[src/rtl/uart_tx_arbiter.sv]
// uart_tx_arbiter: packet-locked round-robin arbiter sharing one UART transmitter among three byte streams.
// Optional stall timeout is built only when UART_ARB_TIMEOUT_EN is defined.
module uart_tx_arbiter #(
    parameter int unsigned TIMEOUT_CYCLES = 1024
) (
    input  logic       clk,
    input  logic       rst_n,
    input  logic       link_ready,
    input  logic       tx_busy,
    input  logic       tx_block,
    input  logic [7:0] r0_data,
    input  logic       r0_valid,
    input  logic       r0_last,
    output logic       r0_ready,
    input  logic [7:0] r1_data,
    input  logic       r1_valid,
    input  logic       r1_last,
    output logic       r1_ready,
    input  logic [7:0] r2_data,
    input  logic       r2_valid,
    input  logic       r2_last,
    output logic       r2_ready,
    output logic [7:0] tx_data,
    output logic       new_tx_data,
    output logic       grant_active,
    output logic [1:0] grant_id,
    output logic       timeout
);

    localparam logic [1:0] S_IDLE   = 2'd0;
    localparam logic [1:0] S_GRANT  = 2'd1;
    localparam logic [1:0] S_ISSUE  = 2'd2;
    localparam logic [1:0] NO_GRANT = 2'd3;

    logic [1:0] r_state;
    logic [1:0] r_grant;
    logic [1:0] r_last_grant;
    logic       r_grant_active;
    logic       r_new_tx_data;
    logic       r_byte_last;
    logic [7:0] r_tx_data;

    logic [2:0] w_valid;
    logic       w_any;
    logic [1:0] w_start;
    logic [1:0] w_pick;
    logic [2:0] w_cand;
    logic       w_g_valid;
    logic       w_g_last;
    logic [7:0] w_g_data;
    logic       w_issue;
    logic       w_timeout_hit;

    assign w_valid = {r2_valid, r1_valid, r0_valid};
    assign w_any   = |w_valid;

    always_comb begin
        w_g_valid = 1'b0;
        w_g_last  = 1'b0;
        w_g_data  = '0;
        case (r_grant)
            2'd0: begin
                w_g_valid = r0_valid;
                w_g_last  = r0_last;
                w_g_data  = r0_data;
            end
            2'd1: begin
                w_g_valid = r1_valid;
                w_g_last  = r1_last;
                w_g_data  = r1_data;
            end
            2'd2: begin
                w_g_valid = r2_valid;
                w_g_last  = r2_last;
                w_g_data  = r2_data;
            end
            default: ;
        endcase
    end

    // Walk from the farthest candidate to the nearest so the nearest valid one wins.
    always_comb begin
        w_start = (r_last_grant == 2'd2) ? 2'd0 : r_last_grant + 2'd1;
        w_pick  = NO_GRANT;
        w_cand  = '0;
        for (int unsigned i = 0; i < 3; i++) begin
            w_cand = {1'b0, w_start} + 3'(2 - i);
            if (w_cand >= 3'd3) begin
                w_cand = w_cand - 3'd3;
            end
            if (w_valid[w_cand[1:0]]) begin
                w_pick = w_cand[1:0];
            end
        end
    end

    assign w_issue = rst_n && (r_state == S_GRANT) && w_g_valid && !tx_busy
                     && !tx_block && link_ready;

    assign r0_ready = w_issue && (r_grant == 2'd0);
    assign r1_ready = w_issue && (r_grant == 2'd1);
    assign r2_ready = w_issue && (r_grant == 2'd2);

`ifdef UART_ARB_TIMEOUT_EN
    localparam int unsigned CNT_W = (TIMEOUT_CYCLES > 1) ? $clog2(TIMEOUT_CYCLES) : 1;

    logic [CNT_W-1:0] r_stall_cnt;
    logic             r_timeout;
    logic             w_stall;

    assign w_stall       = (r_state == S_GRANT) && !w_g_valid;
    assign w_timeout_hit = w_stall && (r_stall_cnt == CNT_W'(TIMEOUT_CYCLES - 1));

    always_ff @(posedge clk) begin
        if (!rst_n) begin
            r_stall_cnt <= '0;
            r_timeout   <= 1'b0;
        end else begin
            r_timeout <= w_timeout_hit && link_ready;
            if (w_stall && !w_timeout_hit) begin
                r_stall_cnt <= r_stall_cnt + CNT_W'(1);
            end else begin
                r_stall_cnt <= '0;
            end
        end
    end

    assign timeout = r_timeout;
`else
    logic [31:0] w_unused_cfg;

    assign w_unused_cfg  = TIMEOUT_CYCLES;
    assign w_timeout_hit = 1'b0;
    assign timeout       = 1'b0;
`endif

    always_ff @(posedge clk) begin
        if (!rst_n) begin
            r_state        <= S_IDLE;
            r_grant        <= NO_GRANT;
            r_last_grant   <= 2'd2;
            r_grant_active <= 1'b0;
            r_tx_data      <= '0;
            r_new_tx_data  <= 1'b0;
            r_byte_last    <= 1'b0;
        end else begin
            r_new_tx_data <= 1'b0;
            case (r_state)
                S_IDLE: begin
                    if (link_ready && w_any) begin
                        r_grant        <= w_pick;
                        r_grant_active <= 1'b1;
                        r_state        <= S_GRANT;
                    end
                end
                S_GRANT: begin
                    if (!link_ready || w_timeout_hit) begin
                        r_last_grant   <= r_grant;
                        r_grant        <= NO_GRANT;
                        r_grant_active <= 1'b0;
                        r_state        <= S_IDLE;
                    end else if (w_issue) begin
                        r_tx_data     <= w_g_data;
                        r_new_tx_data <= 1'b1;
                        r_byte_last   <= w_g_last;
                        r_state       <= S_ISSUE;
                    end
                end
                S_ISSUE: begin
                    if (!link_ready || r_byte_last) begin
                        r_last_grant   <= r_grant;
                        r_grant        <= NO_GRANT;
                        r_grant_active <= 1'b0;
                        r_state        <= S_IDLE;
                    end else begin
                        r_state <= S_GRANT;
                    end
                end
                default: begin
                    r_grant        <= NO_GRANT;
                    r_grant_active <= 1'b0;
                    r_state        <= S_IDLE;
                end
            endcase
        end
    end

    assign tx_data      = r_tx_data;
    assign new_tx_data  = r_new_tx_data;
    assign grant_active = r_grant_active;
    assign grant_id     = r_grant;

endmodule
[config.mk]
export PLATFORM = sky130hd
export DESIGN_NAME = uart_tx_arbiter
export DESIGN_NICKNAME = d
export VERILOG_FILES = /design/src/rtl/uart_tx_arbiter.sv
export SDC_FILE = /design/constraint.sdc
export NUM_CORES = 1
export LEC_CHECK = 0
export BUFFER_PORTS_ARGS = -buffer_cell sky130_fd_sc_hd__buf_2
export CORE_ASPECT_RATIO = 1.25
export CORE_MARGIN = 10
export CORE_UTILIZATION = 40
export DETAILED_ROUTE_END_ITERATION = 10
export GPL_TIMING_DRIVEN = 0
export PLACE_DENSITY = 0.72
export SLEW_MARGIN = 20
export SYNTH_ARGS = -nofsm -noshare
export SYNTH_HDL_FRONTEND = slang
export SYNTH_SLANG_ARGS = --single-unit
[constraint.sdc]
create_clock -name clk -period 1.76 [get_ports clk]
set_input_delay 0.352 -clock clk [delete_from_list [all_inputs] [get_ports clk]]
set_output_delay 0.352 -clock clk [all_outputs]
set_load 0.02 [all_outputs]
# Word level (Yosys, flattened, before mapping)
# Index checks and enable logic that the tools add are counted.
# word_totals
out_inout_bits	16
rom_bits	0
ff_bits	17
n_memories	0
ramBits	0
in_bits	35
latch_bits	0
# op_classes
order_cmp	6
n_eq_ne	9
bitwise_logic	0
n_mux	33
n_addsub	6
div	0
n_reduce_logical	22
n_mul	0
shift	0
# op_table
operator	count
2-bit 2-to-1 mux	15
8-bit case mux with 3 select lines	1
2-bit case mux with 3 select lines	2
3-bit AND reduction	4
1-bit logical AND	9
2-bit by 3-bit < comparator with 1-bit output, second input constant	3
1-bit case mux with 3 select lines	3
1-bit 2-to-1 mux	8
1-bit binary-select mux with 2-bit select	3
2-bit == test, second input constant	3
3-bit by 2-bit greater-or-equal comparator with 1-bit output, second input constant	2
2-bit inequality test, second input constant	3
2-bit subtractor, second input constant	3
2-bit by 1-bit == test with 1-bit output, second input constant	2
2-bit zero test	2
2-bit case mux with 2 select lines	1
2-bit by 1-bit adder with 3-bit output, second input constant	1
2-bit by 2-bit adder with 3-bit output, second input constant	1
1-bit zero test	3
3-bit inequality test, second input constant	1
3-bit OR reduction	1
2-bit by 1-bit adder with 2-bit output, second input constant	1
2-bit greater-or-equal comparator, second input constant	1
2-bit AND reduction	1
2 further kinds	2

# Longest topological paths before layout
# logic_depth
depth_word	12
mapped_depth	7
mapped_depth_nobuf	4

# Least setup slack after synthesis
# No wires, ideal clock.
# synth_timing
path_type	flip-flop to output port
start	reg r_grant[0] (netlist: grant_id[0])
end	out r0_ready
stages_incl_launch_ff	7
t_arrival_ps	1712
setup_slack_ps	-304
path_buffers	2
required_time_ps	1408
cell_sequence	dfxtp_1 -> nor2b_1 -> buf_4 -> o2bb2ai_2 -> nand3_4 -> buf_6 -> nor3_1
# synth_via
elab_chain_len	7
elab_cells_between_ends	9
classes_between	2 x eq/ne; 1 x mux; 6 x reduce/logical
# synth_lines
item	line	source
start: declaration	36	logic [1:0] r_grant;
start signal: assignment	151	r_grant <= w_pick;
2-bit == test (tied with other cells)	61	case (r_grant)
1-bit case mux with 3 select lines	61	
1-bit logical AND (2 in a row)	97	assign w_issue = rst_n && (r_state == S_GRANT) && w_g_valid && !tx_busy
1-bit logical AND (2 in a row)	98	&& !tx_block && link_ready;
1-bit logical AND (*)	100	assign r0_ready = w_issue && (r_grant == 2'd0);
end: declaration	14	output logic r0_ready,
# Mark *: on every way between the ends. The rest lies on a longest branch, timed or not.

# Worst setup path in the final report
# layout_timing
start	reg r_state[0]
end	out r1_ready
# layout_via
elab_chain_len	7
# layout_lines
item	line	source
start: declaration	35	logic [1:0] r_state;
start signal: assignment	139	r_state <= S_IDLE;
start signal: assignment	153	r_state <= S_GRANT;
start signal: assignment	161	r_state <= S_IDLE;
2-bit by 1-bit == test with 1-bit output	97	
1-bit logical AND (3 in a row)	97	
1-bit logical AND (2 in a row)	98	
1-bit logical AND	101	assign r1_ready = w_issue && (r_grant == 2'd1);
end: declaration	18	output logic r1_ready,
# Every way passes these cells.

==> results.cfg <==
[run_status]
status = finished, violations left
violations = setup timing

[floorplanning]
dieHeight_um = 75.5
pin_count = 51
dieArea_mm2 = 0.00486
placementRows = 20
start_util = 0.410
coreArea_mm2 = 0.00240
die_w_um = 64.4

[logic_synthesis]
yosys.area.top_type = dfxtp_1
netlist_area_um2 = 986
synth.area.top_cells = dfxtp_1 (35%), mux2i_1 (22%), nand2_1 (5.7%)
postSynthAreaPerCell_um2 = 8.57
synth-seq-cells = 17
yosysWarnings = 0
synth_top_area_frac = 0.345
synth_seq_area_share = 0.345
synth_nets = 150
syn_inst = 115
synth.distinct_cells = 27

[layout]
final_util = 0.622
nets = 216
synthToLayoutAreaGrowth_pct = 51.5
fillers = 216
design_area_mm2 = 0.00149
n_antenna_cell = 0
drive_gt1_frac = 0.456

[worst_setup_path]
required_ns = 1.41
worstSetupPathType = reg -> out
startpoint_type = flop
end_kind = output port
arrival_ns = 1.60
cp_max_fo = 7

[power]
power_frac_seq = 0.473
p_sw_w = 0.000256
ir_worst_vdd_mv = 0.420
power_density_mw_per_mm2 = 577
combPwrFrac = 0.284
p_leak_nw = 0.826
pwr-share-clk = 0.243
swShare = 0.297
cell_internal_pwr_w = 0.000606

[timing]
fin_crit_sh = 1.11
grt_setup_unrepaired = yes
hold_viol_final = 0
finalMaxSlewViolations = 0
fin_ws_ns = -0.191
fin_setup_tns_ns = -0.480
final.setup_skew_ns = 0.00331
period_needed_ns = 1.95
fmax_mhz = 513
finalSetupViolations = 3
hold_ws_ns = 0.322

[global_routing]
grt_max_degree = 11
antenna_found_initial = 0
grt_usage = 0.123
grt_pass1_vias = 1121
grt-ovfl-total = 0
grt_pass1_wl_um = 4880

[clock_tree]
root_buffer = clkbuf_4
insertion_delay_ns = 0.29
cts_max_level = 1
cts_tree = yes
clk_pin_slew_ns = 0.10
cts_buffer_depth = 2
numCtsBuffers = 3
clock-sinks = 17

[route]
wl_per_cell_um = 14.2
drt-initial-drc-count = 16
num_vias = 1070
first_pass_iters = 4
wl_um = 3030
viasPerCell = 5.02
drc = 0
ant_nets = 0

[place]
place.port_buffers = 48
globalplace.congestion = 0.734
dp_hpwl_um = 2350
dpl_cell_area_mm2 = 0.00132
dpl_worst_slack_ns = -0.224

[worst_hold_path]
min_path_type = in -> reg

[job]
maxCapViolCount = 0
-- cell usage in the layout, fill, tap and decap left out, types with 2 or more instances in the layout --
cell / n
inv_1: 2
dfxtp_1: 13
dfxtp_4: 4
nand2_1: 15
clkbuf_1: 3
buf_2: 46
buf_4: 16
nor3b_4: 2
clkbuf_4: 3
nor3b_1: 2
o21ai_0: 4
nand2b_1: 2
buf_6: 3
a21oi_1: 11
o211a_1: 2
mux2i_1: 22
nor2b_4: 2
nor2_1: 13
-- what timing repair did --
item,4_1_cts,5_1_grt
pin swaps,2,3
gates cloned,0,0
hold buffers,0,0
setup buffers,9,6
gates resized for setup,13,4
endpoints found under the setup margin,3,3
-- metrics by stage --
stage	power, W	std cells
CTS	0.000867	208
global route	0.000910	213
finish	0.000862	213
floorplan	0.000561	115
global placement	0.000630	196
detailed placement	0.000638	196
-- cells by family (layout without fill, tap and decap cells) --
| logic type | after synthesis | count (layout) | synth area share |
|---|---|---|---|
| buffers and inverters | 10 | 75 | 0.0558 |
| other | 1 | 1 | 0.00380 |
| AOI/OAI and AO/OA | 24 | 24 | 0.159 |
| muxes | 22 | 22 | 0.223 |
| and+or+nand+nor | 41 | 41 | 0.213 |
| DFF | 17 | 17 | 0.345 |
-- power by group through the flow --
| stage | clock (W) | sequential [W] | combinational, W |
|---|---|---|---|
| CTS | 0.000219 | 0.000412 | 0.000236 |
| global placement | 0 | 0.000421 | 0.000209 |
| finish | 0.000209 | 0.000408 | 0.000245 |
| global route | 0.000231 | 0.000409 | 0.000270 |
| detailed placement | 0 | 0.000422 | 0.000216 |
| floorplan | 0 | 0.000427 | 0.000134 |
-- Yosys cell counts (all sizes together) --
library cell / count
o211a: 2
o2bb2ai: 1
o31ai: 1
nor2b: 3
nand2b: 2
o21ai: 4
a21oi: 11
nand3: 1
dfxtp: 17
mux2i: 22
o22ai: 1
inv: 2
a41o: 1
a221oi: 1
nor2: 13
a21boi: 1
nand2: 15
buf: 5
a31oi: 1
conb: 1
clkbuf: 3
and3: 1
nor3b: 4
nor3: 2
-- state kept, by name (all words and copies together), names as in the netlist --
| signal | count |
|---|---|
| r_byte_last | 1 |
| tx_data | 8 |
| new_tx_data | 1 |
| grant_id | 2 |
| r_last_grant | 2 |
| grant_active | 1 |
| r_state | 2 |
-- worst max-delay path, cell delays in order, from the launching register on --
cell,delay (ns)
dfxtp_4,0.35
nor2b_4,0.16
and3_4,0.21
nand3_4,0.09
buf_12,0.15
nor3b_4,0.20
buf_6,0.14
-- final cells by class --
cell class / count / area, um^2 / area share
Clock buffer: 4 / 26.3 / 0.0176
Sequential cell: 17 / 355 / 0.238
Tap cell: 33 / 41.3 / 0.0276
Timing Repair Buffer: 63 / 372 / 0.249
Inverter: 2 / 7.51 / 0.00503
Multi-Input combinational cell: 88 / 647 / 0.433
Buffer: 6 / 45.0 / 0.0302
-- final timing paths --
kind | from | to | slack (ns) | depth (start not counted)
worst max register to register | grant_id[1] | tx_data[2] | 0.34 | 6
worst max-delay path | r_state[0] | r1_ready | -0.19 | 6
worst min-delay path | r1_data[6] | tx_data[6] | 0.32 | 3
worst min register to register | tx_data[6] | tx_data[6] | 0.46 | 2
-- routing by layer --
layer	global-route usage	wire length [um]
met1	0.120	1090
met2	0.234	1690
met3	0.0368	204
met4	0.0595	46
met5	0	0
(Power assumes the default switching activity.)
